`src/rtl/key_sel_debounce.sv`:
```
// Two-channel key debouncer: 2-flop synchroniser, 4-state filter FSM per channel,
// one-cycle press pulse and a toggling select level that drives the LED switch.
module key_sel_debounce #(
  parameter int unsigned CNT_MAX    = 1_000_000,
  parameter bit          KEY_ACTIVE = 1'b0
) (
  input  logic       clk,
  input  logic       rst_n,
  input  logic [1:0] key_in,
  output logic [1:0] key_press,
  output logic       sel_a,
  output logic       sel_b
);

  localparam int unsigned     CW       = $clog2(CNT_MAX);
  localparam logic [CW-1:0]   CNT_LAST = CW'(CNT_MAX - 1);

  typedef enum logic [1:0] {
    IDLE      = 2'd0,
    PRESS_FLT = 2'd1,
    DOWN      = 2'd2,
    REL_FLT   = 2'd3
  } state_t;

  logic [1:0] sel_vec;

  genvar gi;
  generate
    for (gi = 0; gi < 2; gi++) begin : g_ch
      logic          sync1_q, sync1_d;
      logic          key_s_q, key_s_d;
      logic          pressed;
      state_t        state_q, state_d;
      logic [CW-1:0] cnt_q, cnt_d;
      logic          press_q, press_d;
      logic          sel_q, sel_d;

      always_comb begin
        sync1_d = key_in[gi];
        key_s_d = sync1_q;
      end

      assign pressed = (key_s_q == KEY_ACTIVE);

      always_comb begin
        state_d = state_q;
        cnt_d   = cnt_q;
        press_d = 1'b0;
        sel_d   = sel_q;
        case (state_q)
          IDLE: begin
            if (pressed) begin
              state_d = PRESS_FLT;
              cnt_d   = '0;
            end
          end
          PRESS_FLT: begin
            // A single released sample is a glitch and restarts the filter.
            if (!pressed) begin
              state_d = IDLE;
              cnt_d   = '0;
            end else if (cnt_q == CNT_LAST) begin
              state_d = DOWN;
              cnt_d   = '0;
              press_d = 1'b1;
              sel_d   = ~sel_q;
            end else begin
              cnt_d = cnt_q + 1'b1;
            end
          end
          DOWN: begin
            if (!pressed) begin
              state_d = REL_FLT;
              cnt_d   = '0;
            end
          end
          REL_FLT: begin
            // Re-press during release filtering returns silently to DOWN.
            if (pressed) begin
              state_d = DOWN;
              cnt_d   = '0;
            end else if (cnt_q == CNT_LAST) begin
              state_d = IDLE;
              cnt_d   = '0;
            end else begin
              cnt_d = cnt_q + 1'b1;
            end
          end
          default: begin
            state_d = IDLE;
            cnt_d   = '0;
          end
        endcase
      end

      always_ff @(posedge clk or negedge rst_n) begin
        if (!rst_n) begin
          sync1_q <= ~KEY_ACTIVE;
          key_s_q <= ~KEY_ACTIVE;
          state_q <= IDLE;
          cnt_q   <= '0;
          press_q <= 1'b0;
          sel_q   <= 1'b0;
        end else begin
          sync1_q <= sync1_d;
          key_s_q <= key_s_d;
          state_q <= state_d;
          cnt_q   <= cnt_d;
          press_q <= press_d;
          sel_q   <= sel_d;
        end
      end

      assign key_press[gi] = press_q;
      assign sel_vec[gi]   = sel_q;
    end
  endgenerate

  assign sel_a = sel_vec[0];
  assign sel_b = sel_vec[1];

endmodule

```
`config.mk`:
```
export PLATFORM = sky130hd
export DESIGN_NAME = key_sel_debounce
export DESIGN_NICKNAME = d
export VERILOG_FILES = /design/src/rtl/key_sel_debounce.sv
export SDC_FILE = /design/constraint.sdc
export NUM_CORES = 1
export LEC_CHECK = 0
export CAP_MARGIN = 10
export CORE_UTILIZATION = 66
export DETAILED_ROUTE_END_ITERATION = 12
export HOLD_SLACK_MARGIN = 0.02
export PLACE_DENSITY = 0.85
export SLEW_MARGIN = 20
export SYNTH_ARGS = -nofsm -noshare
export SYNTH_HDL_FRONTEND = slang
export SYNTH_SLANG_ARGS = --single-unit
```
`constraint.sdc`:
```
create_clock -name clk -period 6 [get_ports clk]
set_input_delay 1.2 -clock clk [delete_from_list [all_inputs] [get_ports clk]]
set_output_delay 1.2 -clock clk [all_outputs]
set_load 0.05 [all_outputs]
```
==> summary.txt, run 1 <==
Die
  – IO Pins: 8
  – Area of the core: 0.00400 sq mm
  – Initial core utilization: 0.684
  – Num rows: 23
  – Die Ht: 66.4 um
  – Die W: 66.4 um
  – Die ar.: 0.00441 sq mm

Logic synthesis
  – FF+latch count, synth: 52
  – Sequential area share after synthesis: 0.478
  – Yosys warnings: 0
  – Cells after Synth: 286
  – Synth Cell Area: roughly 0.0027 sq mm
  – Post-synth cell types: 48
  – Main synth FF type: dfrtp_1
  – Ys async rst share: 1.00
  – Number of synthesized flops with an enable pin: 0
  – Synthesized Nets: 292
  – Mapped Avg Cell Area: 9.56 sq um

Clock tree
  – CTS root buffer: clkbuf_8
  – Setup Buffers After CTS: 0
  – CTS buffer count: 5
  – Hold-fix buffers, CTS: 0
  – Resized cells post-CTS: 0
  – Clock Sinks: 52
  – Clk pin slew, worst setup/hold paths: approximately 0.090 ns
  – CTS max path bufs: 2
  – Clock Latency Late Sink: 0.30 ns
  – H-Tree Depth: 2
  – CTS tree: yes

Worst setup path
  – Worst Setup End Kind: output pin
  – CP delay by family, top: buffers and inverters
  – CP peak stage delay: 0.81 ns
  – R2R depth: 6
  – Launch point of the worst reg-to-reg path: g_ch[1].cnt_q[0]
  – Crit path max fanout: 2
  – Crit path max-delay cell type: clkdlybuf4s50_1
  – R2r setup slk: 3.70 ns
  – WP data required: approximately 4.8 ns
  – R2R Path End: g_ch[1].cnt_q[17]
  – Buf/Inv on CP: 1
  – Crit Path Category: flip-flop to output pin
  – Crit path DAT: 1.48 ns
  – CP Cell Sequence: clkdlybuf4s50_1
  – Start point of the critical path: sel_b
  – Startpoint Class: flip-flop

Global route
  – Pin count of the biggest net entering global routing: 53
  – Gr usage total: 0.276
  – First-pass GRT wire length: 9180 um
  – Vias in the first global route: 1,997
  – Grt ovf: 0
  – Initial antenna violation count: 0

STA
  – Slew headroom: 0.367
  – Fin Setup TNS: 0 ns
  – Slew @ Worst Pin: 0.946 ns
  – Hold Slack: about 0.36 ns
  – Fin crit share: 0.446
  – Fin Clk Skew: between 0.008 and 0.009 ns
  – Fmax: around 370 MHz
  – RSZ-0062 raised after global routing: no
  – Final setup vio count: 0
  – Final Hold Violating Endpoints: 0
  – Slew Viols, Final: 0
  – Post-layout min period: between 2 and 3 ns

Layout
  – Non-Filler Instances: 336
  – Diode count: 0
  – Register area: 0.00131 sq mm
  – Multi-input logic area: between 0.001 and 0.0015 sq mm
  – Area Overhead vs Synth: 5.26%
  – Commonest non-fill, non-tap cell in the layout: dfrtp_1
  – # fillers: 303
  – Most frequent cells in the layout: dfrtp_1 (48), nand2_1 (36), a21oi_1 (18), a31oi_1 (18)
  – Share of cells above drive strength 1: 0.0839
  – NumNets Final: 291

Drt
  – # DRC: 0
  – Wire per inst: 16.3 um
  – Pre-antenna DRT Iters: 5
  – Final WL: roughly 5500 um
  – Vias: between 2,000 and 2,500
  – Vias per inst: about 6.6
  – Initial DRC count: 211
  – Routed Antenna Nets: 0

Status
  – Status: finished, final reports clean

Power
  – Total Power: 0.946 mW
  – Static leakage: 1.24 nW
  – Power per cell area: 329 mW/mm^2
  – Peak supply drop: 0.000232 V

Min path
  – Hold Crit Class: flip-flop to flip-flop
  – Hold Path Sink: g_ch[1].key_s_q
  – Hold Startpoint: g_ch[1].key_s_d
  – Hold Path Depth: 0

Run
  – Maxcap violations: 0

Placement
  – PortBufs: 7
  – Routability cong.: 0.856
  – Placed Instances: ~330
  – Hpwl dp: ~3600 um
==> sequential cells by signal (all words and copies together) (netlist names), named ones only <==
signal and flops:
g_ch.state_q 2, sel_a 1, g_ch.key_s_d 2, sel_b 1, g_ch.press_q 2, g_ch.key_s_q 2, g_ch.cnt_q 40
==> metrics by stage <==
step | area, sq um | setup WS [ns] | util
after floorplan | 2740 | 4.09 | -
after global placement | 2770 | 3.66 | 0.692
after detailed placement | 2770 | 3.65 | 0.692
after CTS | 2880 | 3.32 | 0.720
after global routing | 2880 | 3.27 | 0.720
final | 2880 | 3.32 | 0.720
==> final cells by class <==
class	count	area share
flip-flops and latches	52	0.454
inverters	4	0.00522
well taps	50	0.0217
multi-input cells	214	0.455
clock inverters	3	0.0148
clock buffers	5	0.0239
repair buffers	8	0.0252
==> power breakdown <==
| group | total (mW) | internal [mW] | switching (mW) |
|---|---|---|---|
| logic | 0.286 | 0.0884 | 0.197 |
| clock network | 0.239 | 0.124 | 0.116 |
| registers | 0.421 | 0.384 | 0.0368 |
| total | 0.946 | 0.596 | 0.350 |
==> layer usage <==
metal | track usage | wire (um)
met5 | 0 | 0
met4 | 0.0931 | 61
met3 | 0.0414 | 235
met2 | 0.412 | 2650
met1 | 0.407 | 2550
==> synthesized netlist by cell type (all sizes together), types with 6 or more instances <==
| master | count | area share |
|---|---|---|
| a21o | 7 | 0.019 |
| a21oi | 18 | 0.033 |
| a31oi | 19 | 0.049 |
| and3 | 11 | 0.027 |
| buf | 11 | 0.031 |
| dfrtp | 48 | 0.44 |
| nand2 | 36 | 0.049 |
| nand2b | 6 | 0.014 |
| nand3 | 18 | 0.035 |
| nand4 | 8 | 0.018 |
| nor2 | 9 | 0.012 |
| nor3 | 10 | 0.018 |
| o21ai | 17 | 0.031 |
==> how the worst max path moves through the flow <==
stage | endpoint | slack, ns | depth (start not counted)
global placement | sel_b | 3.66 | 1
global route | sel_a | 3.27 | 1
CTS | sel_b | 3.32 | 1
detailed placement | sel_b | 3.65 | 1
floorplan | g_ch[0].cnt_q[14] | 4.09 | 9
finish | sel_b | 3.32 | 1
==> cells by family (layout without fill, tap and decap cells) <==
| group | Yosys count | after routing | synth area share |
|---|---|---|---|
| compound gates | 84 | 84 | 0.210 |
| fa+ha+maj | 2 | 2 | 0.00915 |
| xor+xnor | 8 | 8 | 0.0256 |
| flops | 52 | 52 | 0.478 |
| buf+inv | 20 | 20 | 0.0430 |
| simple gates | 120 | 120 | 0.235 |
No activity file was read; power rests on OpenSTA's default activity.
==> inputs of run 2 (changes only) <==
- CORE_UTILIZATION: 66 -> 61
- PLACE_DENSITY: 0.85 -> 0.79
- clock period: 6 -> 2.6 ns (I/O delays scaled with it)
==> run 2 against run 1 <==
  * Flip-flop and latch count is the same
  * Critical endpoint is now g_ch[1].cnt_q[19]
  * Largest power group unchanged
  * Highest routed layer unchanged
  * Hold slack lost 0.20 ns
  * Combinational power is 150% higher
  * Total power increased by 140%
  * Final area increased by 1.9%
  * Worst setup slack got worse by 2.9 ns
  * Utilization is 1.2 points lower
==> summary.txt, run 2 (synthesis results as in run 1) <==
Status
  – Status: finished, final reports clean (unchanged)

STA
  – Hold Slack: 0.158 ns (was 0.362 ns)
  – RSZ-0062 raised after global routing: no (unchanged)
  – Fin Setup TNS: 0 ns (unchanged)
  – Slew headroom: 0.516 (was 0.367)
  – Slew @ Worst Pin: 0.723 ns (was 0.946 ns)
  – Post-layout min period: 2.18 ns
  – Fin crit share: 0.838
  – Final Hold Violating Endpoints: 0 (unchanged)
  – Fmax: between 400 and 500 MHz
  – Fin Clk Skew: 0.0124 ns (was 0.00827 ns)
  – Final setup vio count: 0 (unchanged)
  – Slew Viols, Final: 0 (unchanged)

Die
  – Initial core utilization: 0.660 (was 0.684)
  – Num rows: 23 (unchanged)
  – Die ar.: 0.00476 sq mm (was 0.00441 sq mm)
  – IO Pins: 8 (unchanged)
  – Area of the core: 0.00414 sq mm (was 0.00400 sq mm)
  – Die W: 69.0 um (was 66.4 um)
  – Die Ht: 69.0 um (was 66.4 um)

Clock tree
  – Clock Sinks: 52 (unchanged)
  – CTS tree: yes (unchanged)
  – Hold-fix buffers, CTS: 0 (unchanged)
  – Setup Buffers After CTS: 0 (unchanged)
  – Resized cells post-CTS: 0 (unchanged)
  – CTS root buffer: clkbuf_8 (unchanged)
  – H-Tree Depth: 2 (unchanged)
  – CTS buffer count: 5 (unchanged)
  – Clk pin slew, worst setup/hold paths: 0.10 ns (was 0.09 ns)
  – Clock Latency Late Sink: 0.30 ns (about the same)
  – CTS max path bufs: 2 (unchanged)

Worst setup path
  – R2R Path End: g_ch[1].cnt_q[19] (was g_ch[1].cnt_q[17])
  – R2R depth: 7 (was 6)
  – WP data required: 2.77 ns (was 4.80 ns)
  – Crit Path Category: flip-flop to flip-flop (was flip-flop to output pin)
  – Crit path DAT: 2.35 ns (was 1.48 ns)
  – Launch point of the worst reg-to-reg path: g_ch[1].cnt_q[0] (unchanged)
  – Worst Setup End Kind: flip-flop (was output pin)
  – R2r setup slk: 0.42 ns (was 3.70 ns)
  – Startpoint Class: flip-flop (unchanged)
  – Crit path max-delay cell type: o31a_1 (was clkdlybuf4s50_1)
  – CP Cell Sequence: ha_1 > nand3_2 > or2_4 > o31a_1 > buf_4 > a41oi_1 > a31oi_1 (was clkdlybuf4s50_1)
  – Crit path max fanout: 14 (was 2)
  – CP peak stage delay: 0.47 ns (was 0.81 ns)

Global route
  – Global routing usage on met2: 0.393 (was 0.412)
  – Grt ovf: 0 (unchanged)
  – First-pass GRT wire length: 9240 um (was 9180 um)
  – Pin count of the biggest net entering global routing: 23 (was 53)
  – Vias in the first global route: 1,964 (was 1,997)
  – Initial antenna violation count: 0 (unchanged)
  – Gr busiest metal: met2 (unchanged)
  – Gr usage total: 0.263 (was 0.276)
  – GR Layer Usage met1: 0.386 (was 0.407)
  – Met3 Usage GRT: 0.0461 (was 0.0414)

Layout
  – Max FFs per register: 40 (unchanged)
  – Multi-input logic area: 0.00131 sq mm (unchanged)
  – # fillers: 318 (was 303)
  – Most frequent cells in the layout: dfrtp_1 (48), nand2_1 (36), a21oi_1 (18), a31oi_1 (18) (unchanged)
  – NumNets Final: 296 (was 291)
  – Share of cells above drive strength 1: 0.0997 (was 0.0839)
  – Diode count: 0 (unchanged)
  – Register area: 0.00131 sq mm (unchanged)
  – Commonest non-fill, non-tap cell in the layout: dfrtp_1 (unchanged)
  – Area Overhead vs Synth: 7.23% (was 5.26%)
  – Register with the most flip-flops: g_ch.cnt_q (unchanged)

Drt
  – Pre-antenna DRT Iters: 4 (was 5)
  – Vias: 2,145 (was 2,221)
  – Wire per inst: 15.9 um (was 16.3 um)
  – Final WL: 5410 um (was 5490 um)
  – # DRC: 0 (unchanged)
  – Vias per inst: 6.29 (was 6.61)
  – Initial DRC count: 176 (was 211)
  – Routed Antenna Nets: 0 (unchanged)

Min path
  – Hold Crit Class: input port to asynchronous set/reset pin (was flip-flop to flip-flop)

Power
  – Power per cell area: 765 mW/mm^2 (was 329 mW/mm^2)
  – Peak supply drop: 0.000624 V (was 0.000232 V)
  – Static leakage: 1.27 nW (was 1.24 nW)

Run
  – Maxcap violations: 0 (unchanged)

Placement
  – Hpwl dp: 3780 um (was 3630 um)
  – Routability cong.: 0.854 (was 0.856)
  – PortBufs: 7 (unchanged)
## run 2: changes by cell type in the layout (fill, tap and decap cells not counted), sizes merged
cell / before / now
buf: 2 / 7
clkinv: 1 / 0
inv: 4 / 5
## run 2: report_power, final
group,total (mW),switching (mW),internal (mW)
registers,0.974,0.0874,0.887
logic,0.709,0.457,0.251
clock network,0.560,0.270,0.290
total,2.24,0.815,1.43
## run 2: layout make-up
| cell class | instances | share of cell area |
|---|---|---|
| Multi-Input combinational cell | 214 | 0.447 |
| Clock buffer | 5 | 0.0235 |
| Timing Repair Buffer | 13 | 0.0418 |
| Tap cell | 50 | 0.0213 |
| Clock inverter | 3 | 0.0158 |
| Inverter | 4 | 0.00512 |
| Sequential cell | 52 | 0.445 |
## run 2: layer usage
layer	share of wire	vias to the layer above	routed length (um)
met1	0.51	1010	2750
met5	0	-	0
met3	0.050	5	270
li1	-	1077	-
met4	0.0078	0	42
met2	0.43	53	2350
## run 2: worst max path at each step
stage / startpoint / endpoint / depth (start not counted)
after global routing: g_ch[1].cnt_q[0] / g_ch[1].cnt_q[19] / 7
final: g_ch[1].cnt_q[0] / g_ch[1].cnt_q[19] / 7
after CTS: g_ch[1].cnt_q[0] / g_ch[1].cnt_q[19] / 7
after detailed placement: g_ch[1].cnt_q[0] / g_ch[1].cnt_q[19] / 7
after floorplan: g_ch[0].cnt_q[0] / g_ch[0].cnt_q[14] / 9
after global placement: g_ch[1].cnt_q[0] / g_ch[1].cnt_q[17] / 6
## run 2: stage by stage
| stage | setup WS (ns) | util | cell area, sq um | total power [mW] | instances |
|---|---|---|---|---|---|
| 6_report | 0.422 | 0.708 | 2930 | 2.24 | 341 |
| 5_1_grt | 0.272 | 0.708 | 2930 | 2.39 | 341 |
| 4_1_cts | 0.430 | 0.708 | 2930 | 2.24 | 341 |
| 3_5_place_dp | 0.460 | 0.680 | 2820 | 1.69 | 333 |
| 3_3_place_gp | 0.537 | 0.680 | 2820 | 1.66 | 333 |
| 2_1_floorplan | 0.687 | - | 2740 | 1.52 | 286 |
## run 2: critical path: cells and delay by family, from the launching register on
kind / cells / cell delay [ns]
simple gates: 2 / 0.45
buf+inv: 1 / 0.24
compound gates: 3 / 0.72
fa+ha+maj: 1 / 0.22
flops: 1 / 0.41
